File: config.mk
export PLATFORM = sky130hd
export DESIGN_NAME = uart_rx_oversample_flat
export DESIGN_NICKNAME = d
export VERILOG_FILES = /design/src/rtl/uart_pkg.sv /design/src/rtl/uart_rx_oversample_if.sv /design/src/rtl/uart_rx_oversample_sampler.sv /design/src/rtl/uart_rx_oversample.sv /design/src/flat_wrapper.sv
export SDC_FILE = /design/constraint.sdc
export NUM_CORES = 1
export LEC_CHECK = 0
export CORE_MARGIN = 2
export CORE_UTILIZATION = 56
export DETAILED_ROUTE_END_ITERATION = 12
export PLACE_DENSITY = 0.81
export SKIP_CTS_REPAIR_TIMING = 1
export SLEW_MARGIN = 0
export SYNTH_ARGS = -nofsm -noshare
export SYNTH_HDL_FRONTEND = slang
export SYNTH_SLANG_ARGS = --single-unit
File: constraint.sdc
create_clock -name i_u_clk -period 2.6 [get_ports i_u_clk]
set_input_delay 0.52 -clock i_u_clk [delete_from_list [all_inputs] [get_ports i_u_clk]]
set_output_delay 0.52 -clock i_u_clk [all_outputs]
set_load 0.005 [all_outputs]
File: src/rtl/uart_pkg.sv
// Shared definitions for the oversampled UART receiver: parity modes, FSM encoding,
// the received-flags record and the counter-width helper.
package uart_pkg;

    localparam int UART_CHK_NONE = 0;
    localparam int UART_CHK_ODD  = 1;
    localparam int UART_CHK_EVEN = 2;

    localparam logic [2:0] ST_IDLE   = 3'd0;
    localparam logic [2:0] ST_START  = 3'd1;
    localparam logic [2:0] ST_DATA   = 3'd2;
    localparam logic [2:0] ST_PARITY = 3'd3;
    localparam logic [2:0] ST_STOP   = 3'd4;

    typedef struct packed {
        logic parity_err;
        logic frame_err;
        logic brk;
    } uart_flags_t;

    // Width of a counter holding 0..n-1, never narrower than one bit.
    function automatic int uart_cnt_w(input int n);
        return (n <= 2) ? 1 : $clog2(n);
    endfunction

endpackage

File: src/rtl/uart_rx_oversample_if.sv
// Received-frame delivery bus: data plus status flags under a valid/ready handshake,
// with the overrun pulse. The receiver drives the master side.
interface uart_rx_oversample_if
    import uart_pkg::*;
#(
    parameter int P_UART_DATA_WIDTH = 8
);
    logic [P_UART_DATA_WIDTH-1:0] o_uart_rx_data;
    logic                         o_uart_rx_valid;
    logic                         i_uart_rx_ready;
    logic                         o_parity_err;
    logic                         o_frame_err;
    logic                         o_break;
    logic                         o_overrun;

    modport master (
        output o_uart_rx_data, o_uart_rx_valid, o_parity_err, o_frame_err, o_break, o_overrun,
        input  i_uart_rx_ready
    );

    modport slave (
        input  o_uart_rx_data, o_uart_rx_valid, o_parity_err, o_frame_err, o_break, o_overrun,
        output i_uart_rx_ready
    );
endinterface

File: src/rtl/uart_rx_oversample_sampler.sv
// Input synchroniser plus 3-tap mid-bit majority voter; o_vote is meaningful on the
// tick where the bit counter sits at the decision point (P_OSR/2+1).
module uart_rx_sampler
    import uart_pkg::*;
#(
    parameter int P_OSR         = 16,
    parameter int P_SYNC_STAGES = 2
) (
    input  logic                          i_u_clk,
    input  logic                          i_u_rst,
    input  logic                          i_os_tick,
    input  logic                          i_uart_rx,
    input  logic [uart_cnt_w(P_OSR)-1:0]  i_os_cnt,
    output logic                          o_line_sync,
    output logic                          o_vote
);
    localparam int OS_W = uart_cnt_w(P_OSR);
    localparam logic [OS_W-1:0] CNT_EARLY = OS_W'(P_OSR / 2 - 1);
    localparam logic [OS_W-1:0] CNT_MID   = OS_W'(P_OSR / 2);

    logic [P_SYNC_STAGES-1:0] sync_q;
    logic                     early_q;
    logic                     mid_q;

    always_ff @(posedge i_u_clk or posedge i_u_rst) begin
        if (i_u_rst) begin
            sync_q <= '1;
        end else begin
            sync_q <= {sync_q[P_SYNC_STAGES-2:0], i_uart_rx};
        end
    end

    assign o_line_sync = sync_q[P_SYNC_STAGES-1];

    // The third vote is the live sample on the decision tick itself.
    always_ff @(posedge i_u_clk) begin
        if (i_os_tick) begin
            if (i_os_cnt == CNT_EARLY) early_q <= o_line_sync;
            if (i_os_cnt == CNT_MID)   mid_q   <= o_line_sync;
        end
    end

    assign o_vote = (early_q & mid_q) | (early_q & o_line_sync) | (mid_q & o_line_sync);

endmodule

File: src/rtl/uart_rx_oversample.sv
// Oversampled UART receiver: glitch-rejecting start detect, voted data/parity/stop bits,
// break detection and a single-entry valid/ready holding register with overrun pulse.
module uart_rx_oversample
    import uart_pkg::*;
#(
    parameter int P_UART_DATA_WIDTH = 8,
    parameter int P_UART_STOP_WIDTH = 1,
    parameter int P_UART_CHECK      = 0,
    parameter int P_OSR             = 16,
    parameter int P_SYNC_STAGES     = 2
) (
    input  logic                  i_u_clk,
    input  logic                  i_u_rst,
    input  logic                  i_os_tick,
    input  logic                  i_uart_rx,
    uart_rx_oversample_if.master  rx_if,
    output logic                  o_busy
);
    localparam int W     = P_UART_DATA_WIDTH;
    localparam int OS_W  = uart_cnt_w(P_OSR);
    localparam int BIT_W = uart_cnt_w(P_UART_DATA_WIDTH + 1);

    localparam logic [OS_W-1:0]  OS_ONE    = OS_W'(1);
    localparam logic [OS_W-1:0]  OS_DEC    = OS_W'(P_OSR / 2 + 1);
    localparam logic [OS_W-1:0]  OS_LAST   = OS_W'(P_OSR - 1);
    localparam logic [BIT_W-1:0] BIT_ONE   = BIT_W'(1);
    localparam logic [BIT_W-1:0] DATA_LAST = BIT_W'(P_UART_DATA_WIDTH - 1);
    localparam logic [BIT_W-1:0] STOP_LAST = BIT_W'(P_UART_STOP_WIDTH - 1);

    function automatic logic parity_error(input logic [W-1:0] data, input logic par);
        logic odd_ones;
        odd_ones = ^{data, par};
        case (P_UART_CHECK)
            UART_CHK_ODD:  return ~odd_ones;
            UART_CHK_EVEN: return odd_ones;
            default:       return 1'b0;
        endcase
    endfunction

    logic [2:0]       state_q, state_d;
    logic [OS_W-1:0]  os_cnt_q, os_cnt_d;
    logic [BIT_W-1:0] bit_cnt_q, bit_cnt_d;
    logic             armed_q, armed_d;
    logic             ferr_q, ferr_d;
    logic [W-1:0]     shift_q, shift_d;
    logic             par_q, par_d;

    logic             line_sync;
    logic             vote;
    logic             dec_pt;
    logic             bit_end;
    logic             complete;
    uart_flags_t      comp_flags;

    logic [W-1:0]     hold_data_q, hold_data_d;
    logic             hold_vld_q, hold_vld_d;
    uart_flags_t      hold_flags_q, hold_flags_d;
    logic             ovr_q, ovr_d;

    uart_rx_sampler #(
        .P_OSR         (P_OSR),
        .P_SYNC_STAGES (P_SYNC_STAGES)
    ) u_sampler (
        .i_u_clk     (i_u_clk),
        .i_u_rst     (i_u_rst),
        .i_os_tick   (i_os_tick),
        .i_uart_rx   (i_uart_rx),
        .i_os_cnt    (os_cnt_q),
        .o_line_sync (line_sync),
        .o_vote      (vote)
    );

    assign dec_pt  = (os_cnt_q == OS_DEC);
    assign bit_end = (os_cnt_q == OS_LAST);

    // Flags of the frame finishing on this tick; the last stop vote is still live here.
    always_comb begin
        comp_flags.parity_err = parity_error(shift_q, par_q);
        comp_flags.frame_err  = ferr_q | ~vote;
        comp_flags.brk        = ~|shift_q & ~par_q & ~vote;
    end

    always_comb begin
        state_d   = state_q;
        os_cnt_d  = os_cnt_q;
        bit_cnt_d = bit_cnt_q;
        armed_d   = armed_q;
        ferr_d    = ferr_q;
        shift_d   = shift_q;
        par_d     = par_q;
        complete  = 1'b0;
        if (i_os_tick) begin
            if (state_q != ST_IDLE) os_cnt_d = bit_end ? '0 : os_cnt_q + OS_ONE;
            case (state_q)
                ST_IDLE: begin
                    // The detecting tick is tick 0 of the start bit.
                    if (!armed_q) begin
                        armed_d = line_sync;
                    end else if (!line_sync) begin
                        state_d  = ST_START;
                        os_cnt_d = OS_ONE;
                        ferr_d   = 1'b0;
                        par_d    = 1'b0;
                    end
                end
                ST_START: begin
                    if (dec_pt && vote) begin
                        state_d  = ST_IDLE;
                        os_cnt_d = '0;
                    end else if (bit_end) begin
                        state_d   = ST_DATA;
                        bit_cnt_d = '0;
                    end
                end
                ST_DATA: begin
                    if (dec_pt) shift_d = {vote, shift_q[W-1:1]};
                    if (bit_end) begin
                        if (bit_cnt_q == DATA_LAST) begin
                            state_d   = (P_UART_CHECK != UART_CHK_NONE) ? ST_PARITY : ST_STOP;
                            bit_cnt_d = '0;
                        end else begin
                            bit_cnt_d = bit_cnt_q + BIT_ONE;
                        end
                    end
                end
                ST_PARITY: begin
                    if (dec_pt) par_d = vote;
                    if (bit_end) begin
                        state_d   = ST_STOP;
                        bit_cnt_d = '0;
                    end
                end
                ST_STOP: begin
                    // Leaving at the last stop decision point keeps half a bit of resync margin.
                    if (dec_pt) begin
                        if (!vote) ferr_d = 1'b1;
                        if (bit_cnt_q == STOP_LAST) begin
                            complete  = 1'b1;
                            state_d   = ST_IDLE;
                            os_cnt_d  = '0;
                            bit_cnt_d = '0;
                            if (comp_flags.brk) armed_d = 1'b0;
                        end
                    end else if (bit_end) begin
                        bit_cnt_d = bit_cnt_q + BIT_ONE;
                    end
                end
                default: begin
                    state_d  = ST_IDLE;
                    os_cnt_d = '0;
                end
            endcase
        end
    end

    always_comb begin
        hold_vld_d   = hold_vld_q;
        hold_data_d  = hold_data_q;
        hold_flags_d = hold_flags_q;
        ovr_d        = 1'b0;
        if (complete) begin
            if (!hold_vld_q || rx_if.i_uart_rx_ready) begin
                hold_vld_d   = 1'b1;
                hold_data_d  = shift_q;
                hold_flags_d = comp_flags;
            end else begin
                ovr_d = 1'b1;
            end
        end else if (hold_vld_q && rx_if.i_uart_rx_ready) begin
            hold_vld_d   = 1'b0;
            hold_flags_d = '0;
        end
    end

    always_ff @(posedge i_u_clk or posedge i_u_rst) begin
        if (i_u_rst) begin
            state_q      <= ST_IDLE;
            os_cnt_q     <= '0;
            bit_cnt_q    <= '0;
            armed_q      <= 1'b1;
            ferr_q       <= 1'b0;
            hold_vld_q   <= 1'b0;
            hold_data_q  <= '0;
            hold_flags_q <= '0;
            ovr_q        <= 1'b0;
        end else begin
            state_q      <= state_d;
            os_cnt_q     <= os_cnt_d;
            bit_cnt_q    <= bit_cnt_d;
            armed_q      <= armed_d;
            ferr_q       <= ferr_d;
            hold_vld_q   <= hold_vld_d;
            hold_data_q  <= hold_data_d;
            hold_flags_q <= hold_flags_d;
            ovr_q        <= ovr_d;
        end
    end

    always_ff @(posedge i_u_clk) begin
        shift_q <= shift_d;
        par_q   <= par_d;
    end

    assign rx_if.o_uart_rx_data  = hold_data_q;
    assign rx_if.o_uart_rx_valid = hold_vld_q;
    assign rx_if.o_parity_err    = hold_flags_q.parity_err;
    assign rx_if.o_frame_err     = hold_flags_q.frame_err;
    assign rx_if.o_break         = hold_flags_q.brk;
    assign rx_if.o_overrun       = ovr_q;
    assign o_busy                = (state_q != ST_IDLE);

endmodule

File: src/flat_wrapper.sv
// flat-port wrapper written by rule: the top's interface ports become plain ports
module uart_rx_oversample_flat import uart_pkg::*;
#(
    parameter int P_UART_DATA_WIDTH = 8,
    parameter int P_UART_STOP_WIDTH = 1,
    parameter int P_UART_CHECK      = 0,
    parameter int P_OSR             = 16,
    parameter int P_SYNC_STAGES     = 2
)
  (i_u_clk, i_u_rst, i_os_tick, i_uart_rx, o_busy, rx_if_o_uart_rx_data, rx_if_o_uart_rx_valid, rx_if_o_parity_err, rx_if_o_frame_err, rx_if_o_break, rx_if_o_overrun, rx_if_i_uart_rx_ready);
  uart_rx_oversample_if #(.P_UART_DATA_WIDTH(P_UART_DATA_WIDTH)) rx_if_i ();
  input  logic i_u_clk;
  input  logic i_u_rst;
  input  logic i_os_tick;
  input  logic i_uart_rx;
  output logic o_busy;
  output wire logic [$bits(rx_if_i.o_uart_rx_data)-1:0] rx_if_o_uart_rx_data;
  output wire logic [$bits(rx_if_i.o_uart_rx_valid)-1:0] rx_if_o_uart_rx_valid;
  output wire logic [$bits(rx_if_i.o_parity_err)-1:0] rx_if_o_parity_err;
  output wire logic [$bits(rx_if_i.o_frame_err)-1:0] rx_if_o_frame_err;
  output wire logic [$bits(rx_if_i.o_break)-1:0] rx_if_o_break;
  output wire logic [$bits(rx_if_i.o_overrun)-1:0] rx_if_o_overrun;
  input wire logic [$bits(rx_if_i.i_uart_rx_ready)-1:0] rx_if_i_uart_rx_ready;
  assign rx_if_o_uart_rx_data = rx_if_i.o_uart_rx_data;
  assign rx_if_o_uart_rx_valid = rx_if_i.o_uart_rx_valid;
  assign rx_if_o_parity_err = rx_if_i.o_parity_err;
  assign rx_if_o_frame_err = rx_if_i.o_frame_err;
  assign rx_if_o_break = rx_if_i.o_break;
  assign rx_if_o_overrun = rx_if_i.o_overrun;
  assign rx_if_i.i_uart_rx_ready = rx_if_i_uart_rx_ready;
  uart_rx_oversample #(.P_UART_DATA_WIDTH(P_UART_DATA_WIDTH), .P_UART_STOP_WIDTH(P_UART_STOP_WIDTH), .P_UART_CHECK(P_UART_CHECK), .P_OSR(P_OSR), .P_SYNC_STAGES(P_SYNC_STAGES)) u_core (.i_u_clk(i_u_clk), .i_u_rst(i_u_rst), .i_os_tick(i_os_tick), .i_uart_rx(i_uart_rx), .rx_if(rx_if_i), .o_busy(o_busy));
endmodule
==> results of run 1 <==
-- routing by layer --
layer  vias up  track usage
li1        678            -
met1       685        0.264
met2        59        0.349
met3         2       0.0505
met4         0       0.0667
met5         -            0
-- synth_stat cells (3+ instances only) --
library cell	number
sky130_fd_sc_hd__nand3_1	6
sky130_fd_sc_hd__a21oi_1	7
sky130_fd_sc_hd__mux2_2	8
sky130_fd_sc_hd__nand2_1	18
sky130_fd_sc_hd__ha_1	5
sky130_fd_sc_hd__nor3b_1	3
sky130_fd_sc_hd__inv_1	11
sky130_fd_sc_hd__dfstp_2	3
sky130_fd_sc_hd__dfrtp_1	24
sky130_fd_sc_hd__clkbuf_1	5
sky130_fd_sc_hd__o21ai_0	12
sky130_fd_sc_hd__nor2_1	8
sky130_fd_sc_hd__nand4_1	3
sky130_fd_sc_hd__nor3_1	3
sky130_fd_sc_hd__nor2b_1	4
sky130_fd_sc_hd__edfxtp_1	11
-- worst max-delay path, delay by kind of cell (launching register included) --
family | cells | cell delay, ns
simple gates | 1 | 0.53
buf+inv | 1 | 0.49
flops | 1 | 0.52
-- per-stage QoR --
stage / instance area, um^2 / std cells / hold slack (ns) / total power, mW
after floorplan: 1920 / 175 / 0.345 / 1.05
after global placement: 2130 / 233 / 0.347 / 1.11
after detailed placement: 2130 / 233 / 0.347 / 1.14
after CTS: 2230 / 241 / 0.363 / 1.62
after global routing: 2230 / 241 / 0.352 / 1.72
final: 2230 / 241 / 0.359 / 1.62
-- registers in the layout (all words and copies together) (netlist names) --
name and count:
u_core.rx_if.o_uart_rx_valid 1, u_core.bit_cnt_q 4, u_core.shift_q 8, u_core.rx_if.o_uart_rx_data 8, u_core.u_sampler.sync_q 2, u_core.rx_if.o_overrun 1
u_core.u_sampler.early_q 1, u_core.state_q 3, u_core.u_sampler.mid_q 1, u_core.rx_if.o_frame_err 1, u_core.ferr_q 1, u_core.par_q 1
u_core.armed_q 1, u_core.os_cnt_q 4, u_core.rx_if.o_break 1
-- cell families after synthesis --
group	Yosys count
adders and majority gates	6
muxes	9
other	1
AOI/OAI and AO/OA	38
buffers and inverters	19
and+or+nand+nor	64
DFF	38
-- report_power, final --
| group | internal (mW) | total, mW | leakage (nW) | switching (mW) |
|---|---|---|---|---|
| registers | 0.673 | 0.777 | 0.445 | 0.104 |
| logic | 0.158 | 0.353 | 0.428 | 0.195 |
| clock network | 0.296 | 0.486 | 0.0528 | 0.190 |
| total | 1.13 | 1.62 | 0.925 | 0.490 |
-- final cells by class --
class	instances	area (um^2)	area share
clock buffer	5	37.5	0.0168
clock inverter	3	63.8	0.0286
inverter	11	41.3	0.0185
multi-input combinational	118	828	0.371
sequential	38	1010	0.453
tap	46	57.6	0.0258
timing repair buffer	20	193	0.0864
-- final timing paths --
check / from / slack (ns) / to
worst max-delay path: u_core.state_q[2] / 0.21 / o_busy
worst min-delay path: u_core.u_sampler.sync_q[0] / 0.36 / u_core.u_sampler.sync_q[1]
worst max register to register: u_core.bit_cnt_q[0] / 0.41 / u_core.state_q[0]
worst min register to register: u_core.u_sampler.sync_q[0] / 0.36 / u_core.u_sampler.sync_q[1]
max in group asynchronous: i_u_rst / 1.77 / u_core.u_sampler.sync_q[0]
min in group asynchronous: i_u_rst / 0.53 / u_core.rx_if.o_break
==> summary.txt, run 1 <==
Drt
  • Total length of routed wires: 3.70 mm
  • Average via count per standard cell: 5.91
  • Antenna Nets Post-Route: 0
  • Drt first-iter violations: 86
  • Metal2 WL: 1.94 mm
  • Number of iterations in the first detailed-routing pass: 4
  • Detailed-route wire length per cell: 15.4 um
  • Post-route DRC: 0
  • Top Metal Used: met4
  • Met3 Wirelength: 228 um
  • Number of vias after detailed routing: ~1400
  • Wire length the detailed router placed on met1: approximately 1.5 mm

STA
  • Unrepaired setup endpoints after global routing: no
  • Tcrit/Tclk final: 0.921
  • Final slew viol count: 0
  • Number of setup violations in the final report: 0
  • Minimum period implied by the final worst setup slack: approximately 2.4 ns
  • Max Clock Freq: 418 MHz
  • Total count of hold-check failures in the final report: 0
  • Worst Tran Pin Value: 0.514 ns
  • Relative slew margins: 0.654
  • Final worst-path setup slack: 0.206 ns
  • Worst clock skew: 0.00332 ns
  • TNS Setup: 0 ns

Synthesis
  • Proportion of register bits with asynchronous set or reset after synthesis: 0.711
  • Share of cell area taken by muxes after synthesis: 0.0523
  • Post-synthesis share of cell area spent on full adders, half adders and majority gates: 0.0379
  • Leading register cell type out of synthesis: sky130_fd_sc_hd__dfrtp_1
  • Top-area cell type share of the netlist area: 0.314
  • Combinational family with the most area after synthesis: simple AND/OR/NAND/NOR gates
  • Most area-consuming cells after synthesis: sky130_fd_sc_hd__dfrtp_1 (31%), sky130_fd_sc_hd__edfxtp_1 (17%), sky130_fd_sc_hd__mux2_2 (4.7%)
  • Number of synthesized flops with an enable pin: 11
  • Number of nets produced by synthesis: 185
  • Parity-gate share of the synthesized area counting xor and xnor cells: 0
  • Average footprint of a synthesized cell: around 11 um^2
  • Flops & latches, synth: 38
  • Netlist area before placement: 0.00192 mm^2
  • Syn Inst Count: 175
  • Library cells used by synthesis: between 40 and 50
  • Simple-Gate Fraction of Synth Area: 0.191
  • Seq/Total Area, Yosys: 0.527
  • Warnings, synthesis: 0
  • Share of the synthesized area in compound gates (AO/OA/AOI/OAI): 0.150
  • Cell taking the most area after synthesis: sky130_fd_sc_hd__dfrtp_1

Setup path
  • Category of the critical setup timing path: reg -> out
  • Worst setup EP type: output pin
  • Critical-path cell with the highest stage delay: sky130_fd_sc_hd__or3_1
  • Worst Reg-to-Reg Cells: 7
  • Ordered list of cells on the worst path: or3_1 -> clkdlybuf4s50_1
  • Data required, critical path: 2.08 ns
  • Critical Path Max Stage Delay: ~0.53 ns
  • CP Data Arrival Time: 1.87 ns
  • Max Fanout on Critical Path: 11
  • Type of origin of the critical path: register

Job
  • Total of max-cap violations: 0

Hold path
  • Worst min-delay path class: reg -> reg
  • Hold Crit Depth: 0

Place
  • Final Wtd Congestion: 0.883
  • Dpl ws: 0.286 ns
  • Buffers on Ports: 17
  • DPL Wire Length: 2.70 mm

Power
  • Leak: 0.925 nW
  • Worst voltage drop across the vdd grid: 0.488 mV
  • Power density over the cells: slightly above 700 mW/mm^2

Die
  • I/O pin count: 19
  • Number of rows in the core area: 21
  • Area inside the core boundary: ~0.0033 mm^2
  • Initial Util: 0.579
  • Horizontal extent of the die: between 60 and 70 um
  • Die height: 62.5 um
  • Die area: 0.00390 mm^2

Layout
  • Highest-count cells in the layout ignoring fill and taps: sky130_fd_sc_hd__dfrtp_1 (24), sky130_fd_sc_hd__nand2_1 (18), sky130_fd_sc_hd__clkdlybuf4s50_1 (17)
  • Number of nets at the end of the flow: 204
  • Core occupancy in the finished layout: 0.674
  • ANT cells: 0
  • Synthesis-to-finish area growth: 16.5%
  • Fill cell instance count of the final layout: 254
  • Layout cells sized above 1: 0.149
  • Most common cell after layout, fill and taps aside: sky130_fd_sc_hd__dfrtp_1

Clocking
  • Clock transition at the registers of the reported paths: 0.11 ns
  • Buffers from clock root to sink, at most: 2
  • CTS buffer count: 5
  • Clock insertion delay at the later pin of the skew report: 0.34 ns
  • Root buffer cell: sky130_fd_sc_hd__clkbuf_4
  • Sinks on Clock Net: 38
  • TritonCTS clock tree: built
  • Deepest level of the CTS H-tree: 2

Run status
  • Status: complete, no violations

Global route
  • Maximum number of pins on one net before global-route repair: 28
  • Initial antenna violation count: 0
  • Overall routing resource usage: 0.207
  • Congestion Overflow GR: 0
  • Wire length of the first global-routing pass: 6.38 mm
  • Vias in the first global route: 1382
No activity file was read; power rests on OpenSTA's default activity.
==> run 2, diff against run 1 <==
--- a/config.mk
+++ b/config.mk
@@ -5,10 +5,11 @@
 export SDC_FILE = /design/constraint.sdc
 export NUM_CORES = 1
 export LEC_CHECK = 0
+export CORE_ASPECT_RATIO = 1.2
 export CORE_MARGIN = 2
-export CORE_UTILIZATION = 56
+export CORE_UTILIZATION = 50
 export DETAILED_ROUTE_END_ITERATION = 12
-export PLACE_DENSITY = 0.81
+export PLACE_DENSITY = 0.76
 export SKIP_CTS_REPAIR_TIMING = 1
 export SLEW_MARGIN = 0
 export SYNTH_ARGS = -nofsm -noshare
==> constraint.sdc (replaced) <==
create_clock -name i_u_clk -period 2.1 [get_ports i_u_clk]
set_input_delay 0.42 -clock i_u_clk [delete_from_list [all_inputs] [get_ports i_u_clk]]
set_output_delay 0.42 -clock i_u_clk [all_outputs]
set_load 0.005 [all_outputs]
==> run 2 against run 1 <==
Against the previous run:
- count of clock-buffer cells in the layout unchanged
- wire length up 8.5%
- critical path depth up 5
- worst hold slack better by 0.0048 ns
- sequential cell count unchanged
- global-route usage down 0.40 points
==> summary.txt, run 2 (same netlist as run 1, synthesis figures left out) <==
Clocking
  • Root buffer cell: sky130_fd_sc_hd__clkbuf_8
  • Deepest level of the CTS H-tree: 2
  • TritonCTS clock tree: built
  • Sinks on Clock Net: 38
  • CTS buffer count: 5
  • Buffers from clock root to sink, at most: 2
  • Clock transition at the registers of the reported paths: 0.07 ns
  • Clock insertion delay at the later pin of the skew report: 0.29 ns

Setup path
  • Type of origin of the critical path: register
  • Critical-path cell with the highest stage delay: sky130_fd_sc_hd__or4b_1
  • CP Data Arrival Time: 2.25 ns
  • R2R Path Start: u_core.os_cnt_q[1]
  • Critical Path Max Stage Delay: 0.51 ns
  • Category of the critical setup timing path: reg -> reg
  • Max Fanout on Critical Path: 4
  • Number of buffer and inverter stages on the critical path: 1
  • Start point of the critical path: u_core.os_cnt_q[1]
  • Ordered list of cells on the worst path: inv_1 -> ha_4 -> nand4b_1 -> o31ai_4 -> o311ai_4 -> or4b_1 -> o21ai_1
  • Worst setup EP type: register
  • Register-to-register setup slack: between 0.05 and 0.06 ns
  • Dominant delay contributor by cell family on the critical path: simple AND/OR/NAND/NOR gates
  • Data required, critical path: 2.31 ns

Drt
  • Drt first-iter violations: 69
  • Average via count per standard cell: 5.67
  • Detailed-route wire length per cell: 15.4 um
  • Number of vias after detailed routing: 1481
  • Number of iterations in the first detailed-routing pass: 4
  • Post-route DRC: 0
  • Antenna Nets Post-Route: 0
  • Total length of routed wires: 4.02 mm

Layout
  • Core occupancy in the finished layout: 0.656
  • Fill cell instance count of the final layout: 288
  • Highest-count cells in the layout ignoring fill and taps: sky130_fd_sc_hd__dfrtp_1 (24), sky130_fd_sc_hd__nand2_1 (18), sky130_fd_sc_hd__clkdlybuf4s50_1 (17), sky130_fd_sc_hd__buf_4 (17), sky130_fd_sc_hd__o21ai_0 (12)
  • Number of standard cells in the layout, taps in and fillers out: 261
  • Layout cells sized above 1: 0.230
  • Most common cell after layout, fill and taps aside: sky130_fd_sc_hd__dfrtp_1
  • Sequential cell area in the final layout: about 0.001 mm^2
  • Number of nets at the end of the flow: 218
  • ANT cells: 0
  • Multi-input logic area: 858 um^2
  • Synthesis-to-finish area growth: 25.5%

Die
  • Initial Util: 0.523
  • Die height: 71.8 um
  • I/O pin count: 19
  • Area inside the core boundary: 0.00366 mm^2
  • Die area: 0.00434 mm^2
  • Number of rows in the core area: 24
  • Horizontal extent of the die: 60.5 um

STA
  • Minimum period implied by the final worst setup slack: slightly above 2 ns
  • Tcrit/Tclk final: 0.972
  • Worst clock skew: 0.00359 ns
  • Final slew viol count: 0
  • Total count of hold-check failures in the final report: 0
  • Max Clock Freq: 490 MHz
  • Number of setup violations in the final report: 0
  • Unrepaired setup endpoints after global routing: yes
  • Post-Route Hold Slack: 0.363 ns

Global route
  • Overall routing resource usage: 0.203
  • Wire length of the first global-routing pass: 6.69 mm
  • Vias in the first global route: 1446
  • Initial antenna violation count: 0
  • Maximum number of pins on one net before global-route repair: 28
  • Congestion Overflow GR: 0

Place
  • DPL Wire Length: 2.88 mm
  • Buffers on Ports: 17
  • Cell count after placement: 250
  • Final Wtd Congestion: between 0.9 and 1

Hold path
  • Worst min-delay path class: reg -> reg
  • Min-Delay Startpoint: u_core.u_sampler.sync_q[0]

Power
  • Power density over the cells: 918 mW/mm^2
  • Worst voltage drop across the vdd grid: 0.445 mV
  • Leak: 1.01 nW

Run status
  • Status: complete, no violations

Job
  • Total of max-cap violations: 0
## run 2: changes by cell type in the layout (fill, tap and decap cells not counted), sizes merged
cell | previous run | this run
buf | 3 | 17
## run 2: area by class of cell
| cell class | instances | area share |
|---|---|---|
| Inverter | 11 | 0.0172 |
| Sequential cell | 38 | 0.420 |
| Clock inverter | 3 | 0.0265 |
| Tap cell | 52 | 0.0271 |
| Multi-Input combinational cell | 118 | 0.357 |
| Clock buffer | 5 | 0.0286 |
| Timing Repair Buffer | 34 | 0.124 |
## run 2: metal layers
metal | share of wire | vias to the layer above | global-route usage
met1 | 0.41 | 727 | 0.249
met4 | 0.021 | 0 | 0.0773
met3 | 0.039 | 11 | 0.0469
met5 | 0 | - | 0
li1 | - | 704 | -
met2 | 0.53 | 39 | 0.343
## run 2: worst paths after layout
kind | endpoint | depth (start not counted)
min in group asynchronous | u_core.rx_if.o_uart_rx_data[2] | 3
max in group asynchronous | u_core.u_sampler.sync_q[1] | 3
min reg2reg | u_core.u_sampler.sync_q[1] | 0
max | u_core.bit_cnt_q[3] | 7
min | u_core.u_sampler.sync_q[1] | 0
max reg2reg | u_core.bit_cnt_q[3] | 7
## run 2: report_power, final
group	total [mW]	internal [mW]	switching [mW]
registers	0.938	0.835	0.103
clock network	0.718	0.470	0.249
logic	0.551	0.247	0.304
total	2.21	1.55	0.656
## run 2: through the flow
| step | cell area, um^2 | setup WS, ns | power [mW] | setup TNS [ns] |
|---|---|---|---|---|
| 2_1_floorplan | 1920 | 0.0930 | 1.31 | 0 |
| 3_3_place_gp | 2220 | -0.0214 | 1.41 | -0.0214 |
| 3_5_place_dp | 2220 | -0.0825 | 1.44 | -0.107 |
| 4_1_cts | 2350 | 0.0199 | 2.17 | 0 |
| 5_1_grt | 2400 | -0.0582 | 2.33 | -0.0582 |
| 6_report | 2400 | 0.0598 | 2.21 | 0 |
==> run 3, diff against run 2 <==
--- a/config.mk
+++ b/config.mk
@@ -7,9 +7,9 @@
 export LEC_CHECK = 0
 export CORE_ASPECT_RATIO = 1.2
 export CORE_MARGIN = 2
-export CORE_UTILIZATION = 50
+export CORE_UTILIZATION = 45
 export DETAILED_ROUTE_END_ITERATION = 12
-export PLACE_DENSITY = 0.76
+export PLACE_DENSITY = 0.67
 export SKIP_CTS_REPAIR_TIMING = 1
 export SLEW_MARGIN = 0
 export SYNTH_ARGS = -nofsm -noshare
==> constraint.sdc (replaced) <==
create_clock -name i_u_clk -period 2.55 [get_ports i_u_clk]
set_input_delay 0.51 -clock i_u_clk [delete_from_list [all_inputs] [get_ports i_u_clk]]
set_output_delay 0.51 -clock i_u_clk [all_outputs]
set_load 0.005 [all_outputs]
==> run 3 against run 2 <==
Against the previous run:
- critical path depth fell by 5
- die area rose by 10%
- sequential share of layout area rose by 2.2 points
- via count fell by 6.3%
- wire length fell by 9.5%
- global-route usage fell by 4.0 points
- final cell count fell by 3.8%
- combinational power fell by 35%
- critical path type is now reg -> out
- largest cell class unchanged
==> summary.txt, run 3 (same netlist as run 1, synthesis figures left out) <==
Run status
  • Status: complete, no violations

Setup path
  • Ordered list of cells on the worst path: or3_1 -> clkdlybuf4s50_1
  • Worst setup EP type: output pin
  • Dominant delay contributor by cell family on the critical path: simple AND/OR/NAND/NOR gates
  • CP Data Arrival Time: ~1.8 ns
  • Number of buffer and inverter stages on the critical path: 1
  • Max Fanout on Critical Path: 11
  • Category of the critical setup timing path: reg -> out
  • Type of origin of the critical path: register
  • Critical Path Max Stage Delay: 0.53 ns
  • Critical-path cell with the highest stage delay: sky130_fd_sc_hd__or3_1
  • Data required, critical path: approximately 2.0 ns

Drt
  • Total length of routed wires: 3.63 mm
  • Drt first-iter violations: 80
  • Antenna Nets Post-Route: 0
  • Detailed-route wire length per cell: 14.5 um
  • Average via count per standard cell: 5.53
  • Post-route DRC: 0
  • Number of iterations in the first detailed-routing pass: 4
  • Number of vias after detailed routing: 1388

Place
  • Buffers on Ports: 17
  • DPL Wire Length: ~2.7 mm
  • Final Wtd Congestion: roughly 0.86
  • Post-Place Cell Area: ~0.0021 mm^2

STA
  • Final slew viol count: 0
  • Minimum period implied by the final worst setup slack: approximately 2.3 ns
  • Relative slew margins: 0.663
  • Max Clock Freq: 431 MHz
  • Total count of hold-check failures in the final report: 0
  • Number of setup violations in the final report: 0
  • Unrepaired setup endpoints after global routing: no
  • Worst Tran Pin Value: 0.500 ns
  • Worst clock skew: 0.00327 ns
  • Tcrit/Tclk final: 0.909
  • TNS Setup: 0 ns

Global route
  • Overall routing resource usage: 0.163
  • Congestion Overflow GR: 0
  • Initial antenna violation count: 0
  • Wire length of the first global-routing pass: 6.04 mm
  • Maximum number of pins on one net before global-route repair: 28
  • Vias in the first global route: 1344

Clocking
  • TritonCTS clock tree: built
  • Buffers from clock root to sink, at most: 2
  • Root buffer cell: sky130_fd_sc_hd__clkbuf_8
  • Clock transition at the registers of the reported paths: about 0.070 ns
  • Deepest level of the CTS H-tree: 2
  • CTS buffer count: 5
  • Clock insertion delay at the later pin of the skew report: around 0.28 ns
  • Sinks on Clock Net: 38

Layout
  • ANT cells: 0
  • Layout cells sized above 1: 0.154
  • Synthesis-to-finish area growth: 19.3%
  • Highest-count cells in the layout ignoring fill and taps: sky130_fd_sc_hd__dfrtp_1 (24), sky130_fd_sc_hd__nand2_1 (18), sky130_fd_sc_hd__clkdlybuf4s50_1 (17)
  • Number of nets at the end of the flow: approximately 200
  • Post-route cell area: approximately 0.0023 mm^2
  • Most common cell after layout, fill and taps aside: sky130_fd_sc_hd__dfrtp_1

Die
  • Horizontal extent of the die: 63.6 um
  • Initial Util: 0.460
  • I/O pin count: 19
  • Die height: 75.5 um
  • Area inside the core boundary: 0.00416 mm^2
  • Number of rows in the core area: 26
  • Die area: approximately 0.0048 mm^2

Power
  • Power density over the cells: 777 mW/mm^2
  • Leak: approximately 0.94 nW
  • Worst voltage drop across the vdd grid: 0.583 mV

Job
  • Total of max-cap violations: 0

Hold path
  • Worst min-delay path class: reg -> reg
run 3: cell types whose count changed in the layout (fill, tap and decap cells not counted), moves of 2 or more:
cell	previous run	this run
sky130_fd_sc_hd__buf_4	17	3
sky130_fd_sc_hd__ha_1	3	5
sky130_fd_sc_hd__ha_4	2	0
sky130_fd_sc_hd__inv_1	9	11
sky130_fd_sc_hd__inv_2	2	0
run 3: area by class of cell:
class,count,area (um^2)
Clock buffer,6,82.6
Clock inverter,2,60.1
Sequential cell,38,1010
Fill cell,353,1880
Inverter,11,41.3
Tap cell,56,70.1
Timing Repair Buffer,20,193
Multi-Input combinational cell,118,828
run 3: worst paths after layout:
| kind | start | endpoint | slack, ns | depth (start not counted) |
|---|---|---|---|---|
| worst max-delay path | u_core.state_q[2] | o_busy | 0.23 | 2 |
| worst min-delay path | u_core.u_sampler.sync_q[0] | u_core.u_sampler.sync_q[1] | 0.36 | 0 |
| worst max register to register | u_core.bit_cnt_q[0] | u_core.state_q[0] | 0.38 | 7 |
| worst min register to register | u_core.u_sampler.sync_q[0] | u_core.u_sampler.sync_q[1] | 0.36 | 0 |
| max in group asynchronous | i_u_rst | u_core.u_sampler.sync_q[0] | 1.66 | 3 |
| min in group asynchronous | i_u_rst | u_core.rx_if.o_break | 0.59 | 3 |
run 3: stage by stage:
stage | power [mW] | worst slack, ns | std cells | utilization | hold WS, ns
2_1_floorplan | 1.08 | 0.543 | 175 | - | 0.345
3_3_place_gp | 1.14 | 0.284 | 243 | 0.514 | 0.346
3_5_place_dp | 1.16 | 0.252 | 243 | 0.514 | 0.350
4_1_cts | 1.78 | 0.228 | 251 | 0.549 | 0.364
6_report | 1.78 | 0.232 | 251 | 0.549 | 0.362
5_1_grt | 1.87 | 0.166 | 251 | 0.549 | 0.367
run 3: worst reg2reg max path, stage by stage, from the launching register on:
cell,delay (ns)
sky130_fd_sc_hd__dfrtp_1,0.41
sky130_fd_sc_hd__inv_1,0.09
sky130_fd_sc_hd__ha_1,0.16
sky130_fd_sc_hd__or3b_4,0.41
sky130_fd_sc_hd__o21ai_0,0.44
sky130_fd_sc_hd__nand3b_1,0.27
sky130_fd_sc_hd__a21oi_1,0.20
sky130_fd_sc_hd__nand2_1,0.07
run 3: power breakdown:
part	total, mW	switching, mW	internal [mW]	leakage, nW
combinational	0.360	0.199	0.161	0.428
clock	0.618	0.201	0.417	0.0714
sequential	0.797	0.110	0.687	0.445
total	1.78	0.511	1.26	0.944
run 3: per-layer routing:
layer / vias up / track usage / share of wire
met5: - / 0 / 0
met4: 0 / 0.0652 / 0.015
met3: 5 / 0.0355 / 0.037
met2: 39 / 0.295 / 0.51
met1: 668 / 0.192 / 0.44
li1: 676 / - / -
